--- config.mk ---
export PLATFORM = sky130hd
export DESIGN_NAME = rally_ctrl_flat
export DESIGN_NICKNAME = d
export VERILOG_FILES = /design/src/rtl/rally_if.sv /design/src/rtl/rally_ctrl.sv /design/src/flat_wrapper.sv
export SDC_FILE = /design/constraint.sdc
export NUM_CORES = 1
export LEC_CHECK = 0
export CAP_MARGIN = 20
export CORE_MARGIN = 10
export CORE_UTILIZATION = 45
export CTS_BUF_LIST = sky130_fd_sc_hd__clkbuf_8
export CTS_CLUSTER_SIZE = 40
export DETAILED_ROUTE_END_ITERATION = 8
export DONT_BUFFER_PORTS = 1
export GPL_ROUTABILITY_DRIVEN = 1
export PLACE_DENSITY_LB_ADDON = 0.25
export SETUP_SLACK_MARGIN = 0.4
export SLEW_MARGIN = 25
export SYNTH_ARGS = -nofsm -noshare
export SYNTH_HDL_FRONTEND = slang
export SYNTH_SLANG_ARGS = --single-unit
--- constraint.sdc ---
create_clock -name clk -period 6.95 [get_ports clk]
set_input_delay 1.0425 -clock clk [delete_from_list [all_inputs] [get_ports clk]]
set_output_delay 1.0425 -clock clk [all_outputs]
set_load 0.02 [all_outputs]
--- src/rtl/rally_if.sv ---
// Ball/score bundle between the rally sequencer, the two player blocks and the display.
// Handshake: all inputs are one-cycle pulses (start is a level) sampled on the rising
// clk edge; every output is registered and changes only on a rising clk edge or reset.
interface rally_if #(
    parameter int NUM_POS = 8
);
    logic               start;
    logic               return_p1;
    logic               return_p2;
    logic               match_p1;
    logic               match_p2;
    logic               hittable_p1;
    logic               hittable_p2;
    logic               start_game;
    logic [NUM_POS-1:0] led;
    logic [3:0]         score_p1;
    logic [3:0]         score_p2;
    logic [1:0]         winner;
    logic               game_over;
    logic [2:0]         dbg_state;

    modport master (
        output start, return_p1, return_p2, match_p1, match_p2,
        input  hittable_p1, hittable_p2, start_game, led,
        input  score_p1, score_p2, winner, game_over, dbg_state
    );

    modport slave (
        input  start, return_p1, return_p2, match_p1, match_p2,
        output hittable_p1, hittable_p2, start_game, led,
        output score_p1, score_p2, winner, game_over, dbg_state
    );
endinterface

--- src/rtl/rally_ctrl.sv ---
// Rally sequencer: owns ball position/direction, tick timing, hit windows and score.
module rally_ctrl #(
    parameter int NUM_POS      = 8,
    parameter int TICK_DIV     = 25000000,
    parameter int SERVE_TICKS  = 2,
    parameter int WINDOW_TICKS = 2,
    parameter int WIN_SCORE    = 3
) (
    input  logic    clk,
    input  logic    rst_n,
    rally_if.slave  bus
);
    localparam int POS_W = (NUM_POS > 1) ? $clog2(NUM_POS) : 1;
    localparam int CNT_W = (TICK_DIV > 1) ? $clog2(TICK_DIV) : 1;
    localparam logic [POS_W-1:0] POS_P2 = POS_W'(NUM_POS - 1);
    localparam logic [NUM_POS-1:0] LED_ONE = {{(NUM_POS-1){1'b0}}, 1'b1};

    localparam logic [2:0] S_IDLE   = 3'd0;
    localparam logic [2:0] S_SERVE  = 3'd1;
    localparam logic [2:0] S_TRAVEL = 3'd2;
    localparam logic [2:0] S_WINDOW = 3'd3;
    localparam logic [2:0] S_POINT  = 3'd4;
    localparam logic [2:0] S_OVER   = 3'd5;

    logic [2:0]         state, state_n;
    logic [POS_W-1:0]   pos, pos_n, step_pos;
    logic               dir, dir_n;        // 1 = ball heading toward P2
    logic               server, server_n;  // 0 = P1, 1 = P2; holds point winner in POINT
    logic [CNT_W-1:0]   cnt, cnt_n;
    logic [7:0]         tcnt, tcnt_n;      // ticks seen in the current state
    logic [3:0]         s1, s1_n, s2, s2_n;
    logic [1:0]         win, win_n;
    logic               hit1, hit2, sg, go;
    logic [NUM_POS-1:0] led;
    logic               tick, rx_ret, rx_match, arrive, award, rally_n;

    assign tick     = (cnt == CNT_W'(TICK_DIV - 1));
    // The receiver is whoever the ball is heading toward; the other player's pulses never matter.
    assign rx_ret   = dir ? bus.return_p2 : bus.return_p1;
    assign rx_match = dir ? bus.match_p2  : bus.match_p1;
    assign step_pos = dir ? pos + POS_W'(1) : pos - POS_W'(1);
    assign arrive   = dir ? (step_pos == POS_P2) : (step_pos == '0);

    // Next-state, ball and score decisions.
    always_comb begin
        state_n  = state;
        pos_n    = pos;
        dir_n    = dir;
        server_n = server;
        s1_n     = s1;
        s2_n     = s2;
        win_n    = win;
        award    = 1'b0;
        case (state)
            S_IDLE, S_OVER: begin
                if (bus.start) begin
                    state_n  = S_SERVE;
                    server_n = 1'b0;
                    pos_n    = '0;
                    dir_n    = 1'b1;
                    s1_n     = 4'd0;
                    s2_n     = 4'd0;
                    win_n    = 2'b00;
                end
            end
            S_SERVE: begin
                // The launch tick already moves the ball off the server end.
                if (tick && tcnt == 8'(SERVE_TICKS - 1)) begin
                    pos_n   = step_pos;
                    state_n = arrive ? S_WINDOW : S_TRAVEL;
                end
            end
            S_TRAVEL: begin
                if (rx_match) begin
                    award = 1'b1;
                end else if (tick) begin
                    pos_n   = step_pos;
                    state_n = arrive ? S_WINDOW : S_TRAVEL;
                end
            end
            S_WINDOW: begin
                // Fault beats return; return beats window expiry.
                if (rx_match) begin
                    award = 1'b1;
                end else if (rx_ret) begin
                    dir_n   = ~dir;
                    state_n = S_TRAVEL;
                end else if (tick && tcnt == 8'(WINDOW_TICKS - 1)) begin
                    award = 1'b1;
                end
            end
            S_POINT: begin
                if ((server ? s2 : s1) == 4'(WIN_SCORE)) begin
                    state_n = S_OVER;
                    win_n   = server ? 2'b10 : 2'b01;
                end else begin
                    state_n = S_SERVE;
                    pos_n   = server ? POS_P2 : '0;
                    dir_n   = ~server;
                end
            end
            default: state_n = S_IDLE;
        endcase
        if (award) begin
            // The opponent of the receiver takes the point and serves next.
            state_n  = S_POINT;
            server_n = ~dir;
            if (dir) s1_n = (s1 == 4'd15) ? s1 : s1 + 4'd1;
            else     s2_n = (s2 == 4'd15) ? s2 : s2 + 4'd1;
        end
        // Tick timing restarts from zero on every state entry.
        if (state_n != state) begin
            cnt_n  = '0;
            tcnt_n = 8'd0;
        end else begin
            cnt_n  = tick ? '0 : cnt + CNT_W'(1);
            tcnt_n = tick ? tcnt + 8'd1 : tcnt;
        end
        rally_n = (state_n == S_SERVE) || (state_n == S_TRAVEL) || (state_n == S_WINDOW);
    end

    // State, ball and registered outputs; reset takes effect immediately.
    always_ff @(posedge clk or negedge rst_n) begin
        if (!rst_n) begin
            state  <= S_IDLE;
            pos    <= '0;
            dir    <= 1'b1;
            server <= 1'b0;
            cnt    <= '0;
            tcnt   <= 8'd0;
            s1     <= 4'd0;
            s2     <= 4'd0;
            win    <= 2'b00;
            hit1   <= 1'b0;
            hit2   <= 1'b0;
            sg     <= 1'b0;
            go     <= 1'b0;
            led    <= '0;
        end else begin
            state  <= state_n;
            pos    <= pos_n;
            dir    <= dir_n;
            server <= server_n;
            cnt    <= cnt_n;
            tcnt   <= tcnt_n;
            s1     <= s1_n;
            s2     <= s2_n;
            win    <= win_n;
            hit1   <= (state_n == S_WINDOW) && !dir_n;
            hit2   <= (state_n == S_WINDOW) && dir_n;
            sg     <= rally_n;
            go     <= (state_n == S_OVER);
            led    <= rally_n ? (LED_ONE << pos_n) : '0;
        end
    end

    assign bus.hittable_p1 = hit1;
    assign bus.hittable_p2 = hit2;
    assign bus.start_game  = sg;
    assign bus.led         = led;
    assign bus.score_p1    = s1;
    assign bus.score_p2    = s2;
    assign bus.winner      = win;
    assign bus.game_over   = go;
    assign bus.dbg_state   = state;
endmodule

--- src/flat_wrapper.sv ---
// flat-port wrapper written by rule: the top's interface ports become plain ports
module rally_ctrl_flat 
#(
    parameter int NUM_POS      = 8,
    parameter int TICK_DIV     = 25000000,
    parameter int SERVE_TICKS  = 2,
    parameter int WINDOW_TICKS = 2,
    parameter int WIN_SCORE    = 3
)
  (clk, rst_n, bus_start, bus_return_p1, bus_return_p2, bus_match_p1, bus_match_p2, bus_hittable_p1, bus_hittable_p2, bus_start_game, bus_led, bus_score_p1, bus_score_p2, bus_winner, bus_game_over, bus_dbg_state);
  rally_if #(.NUM_POS(NUM_POS)) bus_i ();
  input  logic clk;
  input  logic rst_n;
  input wire logic [$bits(bus_i.start)-1:0] bus_start;
  input wire logic [$bits(bus_i.return_p1)-1:0] bus_return_p1;
  input wire logic [$bits(bus_i.return_p2)-1:0] bus_return_p2;
  input wire logic [$bits(bus_i.match_p1)-1:0] bus_match_p1;
  input wire logic [$bits(bus_i.match_p2)-1:0] bus_match_p2;
  output wire logic [$bits(bus_i.hittable_p1)-1:0] bus_hittable_p1;
  output wire logic [$bits(bus_i.hittable_p2)-1:0] bus_hittable_p2;
  output wire logic [$bits(bus_i.start_game)-1:0] bus_start_game;
  output wire logic [$bits(bus_i.led)-1:0] bus_led;
  output wire logic [$bits(bus_i.score_p1)-1:0] bus_score_p1;
  output wire logic [$bits(bus_i.score_p2)-1:0] bus_score_p2;
  output wire logic [$bits(bus_i.winner)-1:0] bus_winner;
  output wire logic [$bits(bus_i.game_over)-1:0] bus_game_over;
  output wire logic [$bits(bus_i.dbg_state)-1:0] bus_dbg_state;
  assign bus_i.start = bus_start;
  assign bus_i.return_p1 = bus_return_p1;
  assign bus_i.return_p2 = bus_return_p2;
  assign bus_i.match_p1 = bus_match_p1;
  assign bus_i.match_p2 = bus_match_p2;
  assign bus_hittable_p1 = bus_i.hittable_p1;
  assign bus_hittable_p2 = bus_i.hittable_p2;
  assign bus_start_game = bus_i.start_game;
  assign bus_led = bus_i.led;
  assign bus_score_p1 = bus_i.score_p1;
  assign bus_score_p2 = bus_i.score_p2;
  assign bus_winner = bus_i.winner;
  assign bus_game_over = bus_i.game_over;
  assign bus_dbg_state = bus_i.dbg_state;
  rally_ctrl #(.NUM_POS(NUM_POS), .TICK_DIV(TICK_DIV), .SERVE_TICKS(SERVE_TICKS), .WINDOW_TICKS(WINDOW_TICKS), .WIN_SCORE(WIN_SCORE)) u_core (.clk(clk), .rst_n(rst_n), .bus(bus_i));
endmodule
# Yosys cells after proc, flatten, opt, wreduce, memory -nomap -nowiden
# Cells that the tools add are included.
# W data, S select, Z words.
classes:
  addsub: 6
  n_eq_ne: 20
  n_shift: 1
  muxes: 54
  bitwise_logic: 2
  n_reduce_logical: 15
op_table:
  columns: ["operator", "count"]
  rows:
  - ["$mux W25", 2]
  - ["$mux W3", 15]
  - ["$mux W4", 11]
  - ["$add A25 B1 Y25 const B", 1]
  - ["$eq A25 B25 Y1 const B", 1]
  - ["$mux W8", 3]
  - ["$mux W1", 15]
  - ["$pmux W3 S5", 1]
  - ["$eq A3 B2 Y1 const B", 4]
  - ["$eq A3 B3 Y1 const B", 4]
  - ["$pmux W3 S4", 1]
  - ["$add A4 B1 Y4 const B", 2]
  - ["$add A8 B1 Y8 const B", 1]
  - ["$eq A4 B4 Y1 const B", 2]
  - ["$eq A8 B1 Y1 const B", 1]
  - ["$reduce_bool A2 Y1", 4]
  - ["$shl A1 B3 Y8 const A", 1]
  - ["$eq A3 B1 Y1 const B", 2]
  - ["$logic_not A3 Y1", 2]
  - ["$mux W2", 3]
  - ["$eq A4 B2 Y1 const B", 1]
  - ["$pmux W2 S2", 1]
  - ["$add A3 B1 Y3 const B", 1]
  - ["$logic_and A1 B1 Y1", 3]
  - ["14 further kinds", 16]
word_totals:
  ff_bits: 63
  in_bits: 7
  out_inout_bits: 25
  wordCells: 112

# Longest topological paths before layout
depth:
  ltp_word: 13
  depth_mapped: 11
  ltp_nobuf: 9

# Least setup slack after synthesis
# No wires, ideal clock.
synth_path:
  path_type: "register to register"
  startpoint: "reg u_core.dir"
  endpoint: "reg u_core.cnt[20]"
  setup_ps: 145
  arrival_time_ps: 2429
  t_required_ps: 6805
  slack_ps: 4376
  stages_incl_launch_ff: 12
  path_buffers: 2
  period_less_slack_ps: 2574
  cell_sequence: "dfstp_2 buf_2 inv_1 ha_1 ha_1 o22ai_1 a221oi_1 and3_1 or3b_1 nand4_4 buf_4 nor3_2"
synth_between:
  elab_chain_cells: 10
  elab_cells_between_ends: 20
  classes_between: "eq/ne (2); mux (17); reduce/logical (1)"
synth_rtl:
  columns: ["element", "line_no", "rtl"]
  rows:
  - ["from (decl)", "rally_ctrl.sv:27", "logic dir, dir_n;"]
  - ["from (signal assigned)", "rally_ctrl.sv:142", "dir <= dir_n;"]
  - ["$mux W3", "rally_ctrl.sv:41", "assign step_pos = dir ? pos + POS_W'(1) : pos - POS_W'(1);"]
  - ["$eq A3 B3 Y1 or $logic_not A3 Y1 (tied branches)", "rally_ctrl.sv:42", "assign arrive = dir ? (step_pos == POS_P2) : (step_pos == '0);"]
  - ["$mux W1", "rally_ctrl.sv:42", null]
  - ["$mux W1", "rally_ctrl.sv:70, rally_ctrl.sv:78", null]
  - ["$mux W3", "rally_ctrl.sv:76", "end else if (tick) begin"]
  - ["$mux W3", "rally_ctrl.sv:74", "if (rx_match) begin"]
  - ["$pmux W3 S5", "rally_ctrl.sv:54", "case (state)"]
  - ["$mux W3 *", "rally_ctrl.sv:104", "if (award) begin"]
  - ["$ne A3 B3 Y1 *", "rally_ctrl.sv:112", "if (state_n != state) begin"]
  - ["$mux W25 *", "rally_ctrl.sv:112", null]
  - ["named net u_core.cnt_n[20]", "rally_ctrl.sv:29", "logic [CNT_W-1:0] cnt, cnt_n;"]
  - ["to (signal assigned)", "rally_ctrl.sv:144", "cnt <= cnt_n;"]
  - ["to (decl)", "rally_ctrl.sv:29", null]
# The timed path passes the listed nets; every way through them passes the cells marked *.
# A chain may end at the register's enable or synchronous reset.

# Final worst setup path
layout_path:
  startpoint: "reg u_core.cnt[0]"
  endpoint: "reg u_core.tcnt[1]"
layout_between:
  elab_chain_cells: 9
  elab_cells_between_ends: 14
  classes_between: "eq/ne (2); mux (10); reduce/logical (2)"
layout_rtl:
  columns: ["element", "line_no", "rtl"]
  rows:
  - ["$eq A25 B25 Y1 *", "rally_ctrl.sv:37", "assign tick = (cnt == CNT_W'(TICK_DIV - 1));"]
  - ["$logic_and A1 B1 Y1", "rally_ctrl.sv:68, rally_ctrl.sv:88", null]
  - ["$mux W1", "rally_ctrl.sv:88", "end else if (tick && tcnt == 8'(WINDOW_TICKS - 1)) begin"]
  - ["$mux W1", "rally_ctrl.sv:85", "end else if (rx_ret) begin"]
  - ["$mux W1", "rally_ctrl.sv:83", "if (rx_match) begin"]
  - ["$pmux W1 S2", "rally_ctrl.sv:54", null]
  - ["$mux W3", "rally_ctrl.sv:104", null]
  - ["$ne A3 B3 Y1", "rally_ctrl.sv:112", null]
  - ["$mux W8 or $reduce_bool A2 Y1 (tied branches)", null, null]
  - ["to (signal assigned)", "rally_ctrl.sv:145", "tcnt <= tcnt_n;"]
  - ["to (decl)", "rally_ctrl.sv:30", "logic [7:0] tcnt, tcnt_n;"]
# Mark *: on every way between the ends. The rest lies on a longest branch, timed or not.

==> impl_metrics.csv <==
group,metric,value,unit
run_status,status,"finished, final reports clean",
routing,antenna_left,0,
logic_synthesis,synth_area_leader_cell,"dfrtp_1",
power,total_power,0.971,mW
timing,skew,0.00890,ns
logic_synthesis,synth_cell_types,59,
timing,report.final.slew_viol_count,0,
die,start_util,47.0,%
routing,routedWlPerCell,15.8,um
grt,grt-ovfl-total,0,
clocking,postCtsHoldBufs,0,
layout,final_net_count,369,
clocking,numClockSinks,63,
worst_setup_path,crit_type,"flip-flop to flip-flop",
worst_setup_path,worst_setup_path_start_kind,"flip-flop",
clocking,insertion_delay,0.34,ns
grt,grt_max_degree,64,
worst_setup_path,r2r-start,"u_core.cnt[0]$_DFF_PN0_",
logic_synthesis,synth.most_common_cell,"dfrtp_1",
die,chipHeight,108,um
routing,dr.pass1.iters,4,
logic_synthesis,synth-edff-count,0,
placement,gp_congestion,0.825,
layout,diodes,0,
logic_synthesis,synthArstFlopShare,100,%
clocking,htree_levels,3,
timing,finalCriticalPeriod,3.09,ns
job,maxCapViolations,0,
routing,wirelength,7.23,mm
clocking,cts_tree,"built",
routing,viasPerCell,5.54,
power,p_leak,1.69,nW
grt,grt_pass1_wl,12.5,mm
placement,dpl.hpwl,5.05,mm
clocking,clk_pin_slew,0.07,ns
routing,first_iter_violations,90,
timing,max_slew_margin,53.3,%
worst_setup_path,r2r-end,"u_core.tcnt[1]$_DFFE_PN0P_",
grt,grt_pass1_vias,2510,
power,max-vdd-ir-drop,97.8,uV
clocking,cts.repair.resized,0,
grt,antenna_found_initial,0,
logic_synthesis,synth_top_area_share,44.8,%
layout,layout-drive-gt1-share,10.9,%
die,die_w,108,um
worst_setup_path,startpoint,"u_core.cnt[0]$_DFF_PN0_",
logic_synthesis,avgSynthCellArea,9.80,um2
logic_synthesis,syn-cell-area,3460,um2
worst_setup_path,worstPathArrival,3.33,ns
worst_setup_path,cp.required,7.19,ns
layout,fill_cells,699,
worst_setup_path,regToRegSetupSlack,3.86,ns
hold_path,hp-class,"input pin to async pin",
clocking,cts_buffers,9,
grt,grtUsageTotal,13.2,%
worst_setup_path,r2r.worst_path.cells,8,
routing,drc,0,
timing,rsz0062_at_grt,"no",
clocking,cts_buffer_depth,2,
die,pin_count,32,
routing,num_vias,2533,
logic_synthesis,synth_area_leaders,"dfrtp_1 (45%), xor2_1 (4.8%), nor3_2 (4.0%)",
layout,multiInputGateArea,1750,um2
logic_synthesis,synth-seq-area-share,45.6,%
timing,hold_viol_final,0,
clocking,clock-root-buffer,"clkbuf_8",
logic_synthesis,synth_seq_cells,63,
worst_setup_path,cp-end-kind,"flip-flop",
layout,area_growth,7.45,%
placement,io_buffer_count,0,
logic_synthesis,synth_warnings,0,
worst_setup_path,worstPathMaxFanout,33,
layout,regArea,1580,um2
power,power_density,261,nW/um2
timing,finalCritPeriodShare,44.4,%
die,core_region_area,7370,um2
timing,worst_pin_slew,0.700,ns
timing,max_clock_freq,324,MHz
logic_synthesis,synth_flop_cell,"dfrtp_1",
die,row_count,31,
die,dieArea,11600,um2
logic_synthesis,ys_top_cells_by_count,"dfrtp_1 (62), nor2_1 (37), nand2_1 (29)",
logic_synthesis,synth_fp_nets,369,
timing,setup_viol,0,
clocking,cts_post_setup_buffers_inserted,0,
timing,setup-tns-final,0,ns
logic_synthesis,syn-instance-count,353,
==> state kept, by name (all words and copies together) (netlist names) <==
signal,flops
u_core.tcnt,8
u_core.dir,1
u_core.bus.led,8
u_core.bus.score_p2,4
u_core.server,1
u_core.bus.winner,2
u_core.bus.score_p1,4
u_core.bus.hittable_p2,1
u_core.bus.hittable_p1,1
u_core.bus.start_game,1
u_core.bus.dbg_state,3
u_core.pos,3
u_core.cnt,25
u_core.bus.game_over,1
==> cells by family (layout without fill, tap and decap cells) <==
| logic type | after synthesis | after routing | share of synthesized area (%) |
|---|---|---|---|
| flip-flops | 63 | 63 | 45.6 |
| AO/OA/AOI/OAI | 44 | 44 | 8.71 |
| AND/OR/NAND/NOR | 167 | 167 | 28.2 |
| XOR/XNOR | 33 | 33 | 8.35 |
| multiplexers | 6 | 6 | 1.77 |
| buffers and inverters | 31 | 36 | 3.90 |
| adder cells (fa/ha/maj) | 9 | 9 | 3.47 |
==> report_power, final <==
| group | internal [mW] | switching, mW |
|---|---|---|
| clock network | 0.171 | 0.140 |
| registers | 0.410 | 0.0670 |
| logic | 0.0720 | 0.111 |
| total | 0.653 | 0.318 |
==> critical path: stages (launching register included) <==
cell      delay (ns)
dfrtp_1         0.39
ha_1            0.22
nand3_2         0.11
nor4_1          0.57
and3_1          0.28
o21ai_0         0.17
o21ai_0         0.34
nand4_4         0.52
a211oi_1        0.39
==> per-layer routing <==
layer | global-route usage, % | share of wire [%] | up-vias
li1 | - | - | 1243
met2 | 20.6 | 46 | 61
met4 | 5.53 | 1.5 | 0
met1 | 16.6 | 46 | 1217
met3 | 3.83 | 6.3 | 12
met5 | 0 | 0 | -
==> cell type report <==
type / count / share of cell area (%)
repair buffers: 1 / 0.202
flip-flops and latches: 63 / 42.4
clock buffers: 10 / 3.70
inverters: 19 / 1.92
multi-input cells: 259 / 47.0
clock inverters: 6 / 1.41
well taps: 99 / 3.33
==> metrics by stage <==
step	instances	worst slack (ns)	instance area (um2)	hold WS (ns)	utilization [%]
global placement	441	3.88	3530	0.486	47.9
finish	457	3.86	3720	0.390	50.5
CTS	457	3.82	3720	0.378	50.5
detailed placement	441	3.78	3530	0.488	47.9
global route	457	3.47	3720	0.371	50.5
floorplan	353	4.38	3460	0.462	-
==> cells in the final DEF (no fill, tap or decap), drive strengths merged, types with 4 or more instances in the layout <==
cell,netlist,final
a211oi,4,4
a21oi,8,8
and2,6,6
and3,10,10
clkbuf,2,10
dfrtp,62,62
ha,8,8
inv,19,21
mux2i,5,5
nand2,29,29
nand2b,4,4
nand3,16,16
nand4,10,10
nor2,37,37
nor3,27,27
o21ai,10,10
or3,4,4
xnor2,14,14
xor2,19,19
==> worst max path at each step <==
stage / end
floorplan: u_core.cnt[20]$_DFF_PN0_
global placement: u_core.tcnt[1]$_DFFE_PN0P_
detailed placement: u_core.tcnt[1]$_DFFE_PN0P_
CTS: u_core.tcnt[1]$_DFFE_PN0P_
global route: u_core.tcnt[1]$_DFFE_PN0P_
finish: u_core.tcnt[1]$_DFFE_PN0P_
(Power assumes the default switching activity.)
